### src/rtl/multicycle_control.sv
// Control FSM for the multicycle RV32I core: sequences one datapath step per clock and
// drives every select, write enable and the ALU operation.
module multicycle_control (
  input  logic       clk,
  input  logic       reset,
  input  logic [6:0] op_code,
  input  logic [2:0] funct3,
  input  logic [6:0] funct7,
  input  logic       Zero,
  output logic       adr_src,
  output logic       mem_write,
  output logic       IR_write,
  output logic       reg_write,
  output logic       PC_write,
  output logic [1:0] result_src,
  output logic [1:0] alu_src_a,
  output logic [1:0] alu_src_b,
  output logic [1:0] imm_src,
  output logic [2:0] alu_control,
  output logic       instr_done
);

  localparam logic [3:0] FETCH    = 4'd0;
  localparam logic [3:0] DECODE   = 4'd1;
  localparam logic [3:0] MEMADR   = 4'd2;
  localparam logic [3:0] MEMREAD  = 4'd3;
  localparam logic [3:0] MEMWB    = 4'd4;
  localparam logic [3:0] MEMWRITE = 4'd5;
  localparam logic [3:0] EXECR    = 4'd6;
  localparam logic [3:0] EXECI    = 4'd7;
  localparam logic [3:0] ALUWB    = 4'd8;
  localparam logic [3:0] JAL      = 4'd9;
  localparam logic [3:0] BEQ      = 4'd10;

  localparam logic [6:0] OP_LW  = 7'b0000011;
  localparam logic [6:0] OP_SW  = 7'b0100011;
  localparam logic [6:0] OP_R   = 7'b0110011;
  localparam logic [6:0] OP_I   = 7'b0010011;
  localparam logic [6:0] OP_BEQ = 7'b1100011;
  localparam logic [6:0] OP_JAL = 7'b1101111;

  logic [3:0] state_q, state_d;
  logic       pc_update, branch;
  logic [1:0] alu_op;

  // Only funct7[5] distinguishes sub from add.
  logic unused_funct7;
  assign unused_funct7 = ^{funct7[6], funct7[4:0]};

  always_ff @(posedge clk) begin
    if (reset) state_q <= FETCH;
    else       state_q <= state_d;
  end

  always_comb begin
    state_d     = state_q;
    adr_src     = 1'b0;
    mem_write   = 1'b0;
    IR_write    = 1'b0;
    reg_write   = 1'b0;
    result_src  = 2'b00;
    alu_src_a   = 2'b00;
    alu_src_b   = 2'b00;
    instr_done  = 1'b0;
    pc_update   = 1'b0;
    branch      = 1'b0;
    alu_op      = 2'b00;
    imm_src     = 2'b00;
    alu_control = 3'b000;

    case (state_q)
      FETCH: begin
        IR_write   = 1'b1;
        alu_src_b  = 2'b10;
        result_src = 2'b10;
        pc_update  = 1'b1;
        state_d    = DECODE;
      end
      DECODE: begin
        // ALU forms old_PC + imm here so a branch target is waiting in ALU_out.
        alu_src_a = 2'b01;
        alu_src_b = 2'b01;
        case (op_code)
          OP_LW, OP_SW: state_d = MEMADR;
          OP_R:         state_d = EXECR;
          OP_I:         state_d = EXECI;
          OP_JAL:       state_d = JAL;
          OP_BEQ:       state_d = BEQ;
          default: begin
            state_d    = FETCH;
            instr_done = 1'b1;
          end
        endcase
      end
      MEMADR: begin
        alu_src_a = 2'b10;
        alu_src_b = 2'b01;
        state_d   = (op_code == OP_LW) ? MEMREAD : MEMWRITE;
      end
      MEMREAD: begin
        adr_src = 1'b1;
        state_d = MEMWB;
      end
      MEMWB: begin
        result_src = 2'b01;
        reg_write  = 1'b1;
        instr_done = 1'b1;
        state_d    = FETCH;
      end
      MEMWRITE: begin
        adr_src    = 1'b1;
        mem_write  = 1'b1;
        instr_done = 1'b1;
        state_d    = FETCH;
      end
      EXECR: begin
        alu_src_a = 2'b10;
        alu_op    = 2'b10;
        state_d   = ALUWB;
      end
      EXECI: begin
        alu_src_a = 2'b10;
        alu_src_b = 2'b01;
        alu_op    = 2'b10;
        state_d   = ALUWB;
      end
      ALUWB: begin
        reg_write  = 1'b1;
        instr_done = 1'b1;
        state_d    = FETCH;
      end
      JAL: begin
        alu_src_a = 2'b01;
        alu_src_b = 2'b10;
        pc_update = 1'b1;
        state_d   = ALUWB;
      end
      BEQ: begin
        alu_src_a  = 2'b10;
        alu_op     = 2'b01;
        branch     = 1'b1;
        instr_done = 1'b1;
        state_d    = FETCH;
      end
      default: state_d = FETCH;
    endcase

    case (op_code)
      OP_SW:   imm_src = 2'b01;
      OP_BEQ:  imm_src = 2'b10;
      OP_JAL:  imm_src = 2'b11;
      default: imm_src = 2'b00;
    endcase

    case (alu_op)
      2'b01: alu_control = 3'b001;
      2'b10: begin
        case (funct3)
          3'b000:  alu_control = (op_code[5] & funct7[5]) ? 3'b001 : 3'b000;
          3'b010:  alu_control = 3'b101;
          3'b100:  alu_control = 3'b100;
          3'b110:  alu_control = 3'b011;
          3'b111:  alu_control = 3'b010;
          default: alu_control = 3'b000;
        endcase
      end
      default: alu_control = 3'b000;
    endcase

    PC_write = pc_update | (branch & Zero);

    // Reset aborts whatever is in flight: nothing may be written this cycle.
    if (reset) begin
      adr_src     = 1'b0;
      mem_write   = 1'b0;
      IR_write    = 1'b0;
      reg_write   = 1'b0;
      PC_write    = 1'b0;
      result_src  = 2'b00;
      alu_src_a   = 2'b00;
      alu_src_b   = 2'b00;
      imm_src     = 2'b00;
      alu_control = 3'b000;
      instr_done  = 1'b0;
    end
  end

endmodule

### config.mk
export PLATFORM = sky130hd
export DESIGN_NAME = multicycle_control
export DESIGN_NICKNAME = d
export VERILOG_FILES = /design/src/rtl/multicycle_control.sv
export SDC_FILE = /design/constraint.sdc
export NUM_CORES = 1
export LEC_CHECK = 0
export ABC_AREA = 1
export BUFFER_PORTS_ARGS = -buffer_cell sky130_fd_sc_hd__buf_4
export CAP_MARGIN = 20
export CORE_MARGIN = 2
export CORE_UTILIZATION = 35
export DETAILED_ROUTE_END_ITERATION = 8
export PLACE_DENSITY_LB_ADDON = 0.15
export SETUP_SLACK_MARGIN = 0.5
export SYNTH_ARGS = -nofsm -noshare
export SYNTH_HDL_FRONTEND = slang
export SYNTH_SLANG_ARGS = --single-unit
### constraint.sdc
create_clock -name clk -period 4.9 [get_ports clk]
set_input_delay 0.98 -clock clk [delete_from_list [all_inputs] [get_ports clk]]
set_output_delay 0.98 -clock clk [all_outputs]
set_load 0.05 [all_outputs]
==> results.md, run 1 <==
- Multi-input logic area: 408 um^2
- Row cnt: 14
- Max-slew headroom: 81.9%
- Sequential-to-total area share from yosys stat: 13.6%
- Arrival @ worst endpoint: 2.05 ns
- Largest cells by area after synthesis: nand2_1 17%, dfxtp_1 14%, inv_1 11%, a21oi_1 8.5%, nand3_1 8.5%
- FF-to-FF path depth: 6
- Max VDD drop: 0.000132 V
- Largest net degree at the start of global routing: 17
- Antenna fix cells: 0
- IO Port Bufs: 30
- Reg-to-reg startpoint: state_q[0]
- Max reg flops: 4
- Hold path cells: 4
- Fin crit share: 61.8%
- Post-Place Cell Area: 823 um^2
- RSZ-0062 raised after global routing: false
- Syn Area/Cell: 5.31 um^2
- NetSw: 48.1 uW
- Slew Limit Fails: 0
- Worst path max stage delay: 0.37 ns
- CTS Root Cell: clkbuf_4
- Clock Skews: 0.00747 ns
- Global placer's final weighted congestion: 0.802
- CP max FO: 4
- Flops & latches, synth: 4
- Vias per Instance: 4.71
- Post-CTS sizing: 0
- Area Growth Syn to Fin: 43.5%
- Internal Pwr Total: 78.7 uW
- Setup TNS: 0 ns
- PD cells: 150 nW/um^2
- Fmax: 0.330 GHz
- Via count: 744
- Core area: 1540 um^2
- GRT overflow: 0
- Die W: 45.0 um
- Yosys top cell by area: nand2_1
- Worst reg2reg endpoint: state_q[2]
- HP Class: flop to flop
- Global-route wire length before repair: 2470 um
- CP startpoint kind: flop
- Post-route DRC violation count: 0
- Iteration count of the initial detailed-routing pass: 4
- Crit path cell chain: inv_2 > nor2_2 > inv_2 > nor2_4 > inv_1 > ha_1 > or2_2 > nor3b_1 > buf_4
- Leakage: 0.000442 uW
- WP data required: 3.92 ns
- Initial Utilization: 38.2%
- Register Area: 80.1 um^2
- Finish-stage setup viols: 0
- CTS buffer count: 3
- Ys Warns: 0
- Largest regs: state_q x4
- Full die area: 2030 um^2
- Number of global-route vias before repair: 619
- ANT nets after route: 0
- CTS max path bufs: 2
- Cell variety after synth: 20
- IO Count: 37
- Die H: 45.0 um
- Max cap viols: 0
- GRT Total Usage: 16.2%
- Syn nets: 133
- Crit path time final: 3.03 ns
- Clock transition at the registers of the reported paths: 0.04 ns
- Gate Count Post-Synth: 111
- Routed length per instance: 8.97 um
- Clk sink count: 4
- Final hold vios: 0
- Nets@finish: 166
- Seq pwr share: 27.3%
- Internal reg-to-reg setup slack: 3.84 ns
- CP Class: flop to primary output
- Hold path start: state_q[1]
- Top cell type's share of synthesized area: 17.2%
- Netlist Area Pre-Place: 589 um^2
- Net Sw Frac: 38.0%
- Design area: 846 um^2
- Initial antenna violation count: 0
- Setup crit end kind: primary output
- Slew @ Worst Pin: 0.271 ns
- Clock Latency Late Sink: 0.24 ns
- Drt first-iter violations: 11
- CTS tree: yes
- Clock share of power: 33.3%
- Fill cells: 172
- Post-DP HPWL: 1180 um
- Combinational share of power: 39.4%
- Most used cell, CP: inv_2
- DRT Wirelength: 1420 um
- Layout cells sized above 1: 34.5%
- H-tree depth: 1
- Post-CTS Setup Inserts: 0
- Status: complete, no violations
- Reg with most FFs: state_q
- Slowest stage cell on the critical path: dfxtp_1
- Worst hold endpoint: state_q[2]
- Hold-fix buffers, CTS: 0
-- worst max-delay path: cells and delay by family (launching register included) --
kind	cells	cell delay (ns)
fa+ha+maj	1	0.27
simple gates	4	0.74
flops	1	0.37
buf+inv	4	0.42
-- routing by layer --
| layer | vias to the layer above | GRT usage (%) | wire [um] | share of wire, % |
|---|---|---|---|---|
| li1 | 407 | - | - | - |
| met1 | 311 | 20.1 | 672 | 47 |
| met2 | 26 | 27.1 | 635 | 45 |
| met3 | 0 | 4.80 | 111 | 7.8 |
| met4 | 0 | 4.12 | 0 | 0 |
| met5 | - | 0 | 0 | 0 |
-- cells in the mapped netlist --
| master | number |
|---|---|
| nor3b_1 | 2 |
| ha_1 | 2 |
| nand2_1 | 27 |
| o21ai_1 | 1 |
| nand2_2 | 1 |
| o21ai_0 | 3 |
| nor2_4 | 2 |
| nor2_1 | 10 |
| inv_1 | 18 |
| nand3_1 | 10 |
| or2_2 | 1 |
| nor3_1 | 5 |
| clkbuf_1 | 1 |
| nor2_2 | 5 |
| dfxtp_1 | 4 |
| nand2_4 | 1 |
| buf_4 | 1 |
| a21oi_1 | 10 |
| inv_2 | 6 |
| nand4_1 | 1 |
-- cell families (layout without fill, tap and decap cells) --
kind of cell	count (synthesis)	in the layout	synth area share, %
compound gates	14	14	11.9
fa+ha+maj	2	2	4.25
buf+inv	26	57	17.2
flops	4	4	13.6
simple gates	65	65	53.1
-- per-stage QoR --
stage	power [uW]	util (%)	hold WS, ns	setup WS [ns]	cells
2_1_floorplan	67.2	-	0.604	1.42	111
3_3_place_gp	84.8	53.4	0.653	2.02	155
3_5_place_dp	85.2	53.4	0.656	2.00	155
4_1_cts	128	54.9	0.670	1.87	158
5_1_grt	136	54.9	0.716	1.74	158
6_report	127	54.9	0.664	1.87	158
-- cell usage in the layout (no fill, tap or decap), drive strengths merged --
cell type  count
nand4          1
dfxtp          4
nor3           5
ha             2
or2            1
inv           24
o21ai          4
a21oi         10
clkbuf         3
nor3b          2
nand3         10
buf           30
nor2          17
nand2         29
-- cell type report --
| type | instances | share of cell area (%) |
|---|---|---|
| Timing Repair Buffer | 30 | 26.6 |
| Tap cell | 16 | 2.37 |
| Clock buffer | 3 | 2.66 |
| Sequential cell | 4 | 9.47 |
| Inverter | 24 | 10.7 |
| Multi-Input combinational cell | 81 | 48.2 |
-- power groups by stage --
stage,Clock [uW],Sequential (uW),Combinational [uW]
final,42.3,34.6,50.0
after global routing,46.3,34.8,54.6
after CTS,43.4,34.6,50.2
after detailed placement,0,35.1,50.1
after global placement,0,35.1,49.7
after floorplan,0,34.9,32.2
-- worst max-delay path by stage --
stage	cells past startpoint	endpoint	startpoint
after floorplan	2	result_src[1]	reset
after global placement	9	imm_src[1]	op_code[4]
after detailed placement	9	imm_src[1]	op_code[4]
after CTS	9	alu_control[2]	state_q[1]
after global routing	8	alu_control[2]	state_q[2]
final	9	alu_control[2]	state_q[1]
Note: power is estimated with default switching activity, not from simulation.
==> inputs of run 2 (changes only) <==
- clock period: 4.9 -> 2.9 ns (I/O delays scaled with it)
==> run 2 against run 1 <==
Compared with the run above:
- first-iteration DRC count rose by 82%
- largest cell class unchanged
- via count rose by 9.7%
- sequential power rose by 69%
- flip-flop and latch count did not move
- routed wire length rose by 15%
- clock power rose by 49%
- combinational power rose by 75%
- critical endpoint unchanged
- largest power group unchanged
- critical path type unchanged
- design area rose by 12%
- register-to-register slack got worse by 2.1 ns
- total power rose by 65%
==> results.md, run 2 (synthesis results as in run 1) <==
- Clock Skews: 0.00374 ns (-0.00373 ns)
- Leakage: 0.000493 uW (+12%)
- Most frequent cells in the layout: 36 x buf_4, 26 x nand2_1, 17 x inv_1
- Slowest stage cell on the critical path: dfxtp_4
- Global-route wire length before repair: 2510 um (+1.7%)
- Final hold vios: 0 (unchanged)
- Initial antenna violation count: 0 (unchanged)
- Reg with most FFs: state_q
- Most used cell, CP: nor2_4
- CP Class: flop to primary output
- IO Count: 37 (unchanged)
- Crit path cell chain: nor2_4 > inv_2 > nor2_4 > inv_1 > ha_1 > or2_4 > nor3b_4 > buf_6
- Post-DP HPWL: 1210 um (+2.6%)
- Max cap viols: 0 (unchanged)
- Global placer's final weighted congestion: 0.804 (+0.25%)
- Drt first-iter violations: 20 (+9)
- Multi-input logic area: 449 um^2 (+10%)
- Initial Utilization: 38.2% (unchanged)
- Max reg flops: 4 (unchanged)
- Setup crit end kind: primary output
- Nets@finish: 173 (+4.2%)
- Full die area: 2030 um^2 (unchanged)
- CTS Root Cell: clkbuf_4
- Register Area: 86.3 um^2 (+7.8%)
- CTS buffer count: 3 (unchanged)
- Post-route DRC violation count: 0 (unchanged)
- Row cnt: 14 (unchanged)
- H-tree depth: 1 (unchanged)
- HP Class: input pin to flop
- Fin crit share: 81.5%
- Fmax: 0.423 GHz
- Area Growth Syn to Fin: 61.1%
- Largest regs: state_q x4
- Post-route setup slack: 0.535 ns (-1.34 ns)
- Largest net degree at the start of global routing: 17 (unchanged)
- Slew Limit Fails: 0 (unchanged)
- Pre-CTS setup slack: 0.532 ns (-1.46 ns)
- Post-layout total power: 209 uW (+65%)
- Hold-fix buffers, CTS: 0 (unchanged)
- Die W: 45.0 um (unchanged)
- Vias per Instance: 4.95 (+5.0%)
- WP data required: 2.32 ns (-1.60 ns)
- Crit path time final: 2.36 ns
- Core area: 1540 um^2 (unchanged)
- CP startpoint kind: flop
- Clock Latency Late Sink: 0.22 ns (-0.02 ns)
- CP max FO: 5 (+1)
- Fill cells: 150 (-13%)
- GRT overflow: 0 (unchanged)
- PD cells: 220 nW/um^2 (+47%)
- Routed length per instance: 9.90 um (+10%)
- Clock transition at the registers of the reported paths: 0.04 ns (about the same)
- IO Port Bufs: 30 (unchanged)
- Number of global-route vias before repair: 670 (+8.2%)
- Worst path top cell family by delay: simple AND/OR/NAND/NOR gates
- Max-slew headroom: 79.9% (-2.0 points)
- CTS tree: yes
- Buffers plus inverters on the worst setup path: 3 (-1)
- Finish-stage setup viols: 0 (unchanged)
- Layout cells sized above 1: 43.6% (+9.1 points)
- Commonest non-fill, non-tap cell in the layout: buf_4
- RSZ-0062 raised after global routing: true
- DRT Wirelength: 1630 um (+15%)
- Via count: 816 (+9.7%)
- ANT nets after route: 0 (unchanged)
- Iteration count of the initial detailed-routing pass: 4 (unchanged)
- CTS max path bufs: 2 (unchanged)
- Antenna fix cells: 0 (unchanged)
- Worst path max stage delay: 0.36 ns (about the same)
- Status: complete, no violations
- Max VDD drop: 0.000234 V (+77%)
- Die H: 45.0 um (unchanged)
- Arrival @ worst endpoint: 1.78 ns (-0.27 ns)
- Clk sink count: 4 (unchanged)
- GRT Total Usage: 15.9% (-0.32 points)
- Slew @ Worst Pin: 0.301 ns (+0.0299 ns)
- Setup TNS: 0 ns (unchanged)
==> run 2: cell types whose count changed in the layout (fill, tap and decap cells not counted), moves of 2 or more <==
cell     before  now
nor2_4        2    4
nor2_2        5    3
buf_4        30   36
nor3_1        5    2
nor3_2        0    3
dfxtp_2       0    2
dfxtp_1       4    1
==> run 2: cell type report <==
type,count,area share [%]
multi-input combinational,81,47.3
sequential,4,9.09
tap,16,2.11
clock buffer,3,2.37
inverter,24,9.49
timing repair buffer,37,29.6
==> run 2: final timing paths <==
path	start	end	slack, ns	cells past startpoint
max	state_q[2]	alu_control[2]	0.54	8
min	reset	state_q[3]	0.66	2
max reg2reg	state_q[1]	state_q[2]	1.72	10
min reg2reg	state_q[0]	state_q[2]	0.67	4
==> run 2: routing by layer <==
| layer | part of all wire, % | track usage (%) | up-vias |
|---|---|---|---|
| met5 | 0 | 0 | - |
| met4 | 0 | 2.94 | 0 |
| met3 | 5.5 | 2.40 | 0 |
| met2 | 52 | 28.9 | 26 |
| met1 | 43 | 19.7 | 366 |
| li1 | - | - | 424 |
==> run 2: per-stage QoR <==
step / util (%) / hold slack, ns / cells / area [um^2]
2_1_floorplan: - / 0.604 / 111 / 609
3_3_place_gp: 54.7 / 0.656 / 155 / 843
3_5_place_dp: 54.7 / 0.672 / 155 / 843
4_1_cts: 59.4 / 0.661 / 162 / 916
5_1_grt: 61.6 / 0.689 / 165 / 950
6_report: 61.6 / 0.661 / 165 / 950
==> run 2: worst register-to-register path, cell delays in order, from the launching register on <==
cell     delay [ns]
dfxtp_2        0.32
inv_2          0.10
nor2_4         0.05
buf_4          0.13
buf_4          0.13
nand2_1        0.08
inv_1          0.06
nand2_1        0.06
nand3_1        0.06
nand2_1        0.06
inv_1          0.04
==> run 2: repair_timing <==
| item | in CTS | in global routing |
|---|---|---|
| endpoints found under the hold margin | 0 | 0 |
| gates resized for setup | 8 | 4 |
| endpoints found under the setup margin | 2 | 2 |
| pin swaps | 4 | 4 |
| setup buffers | 4 | 3 |
==> run 2: report_power, final <==
part | switching (uW) | internal [uW] | total, uW
Combinational | 56.4 | 31.3 | 87.7
Clock | 17.3 | 45.9 | 63.2
Sequential | 2.26 | 56.1 | 58.4
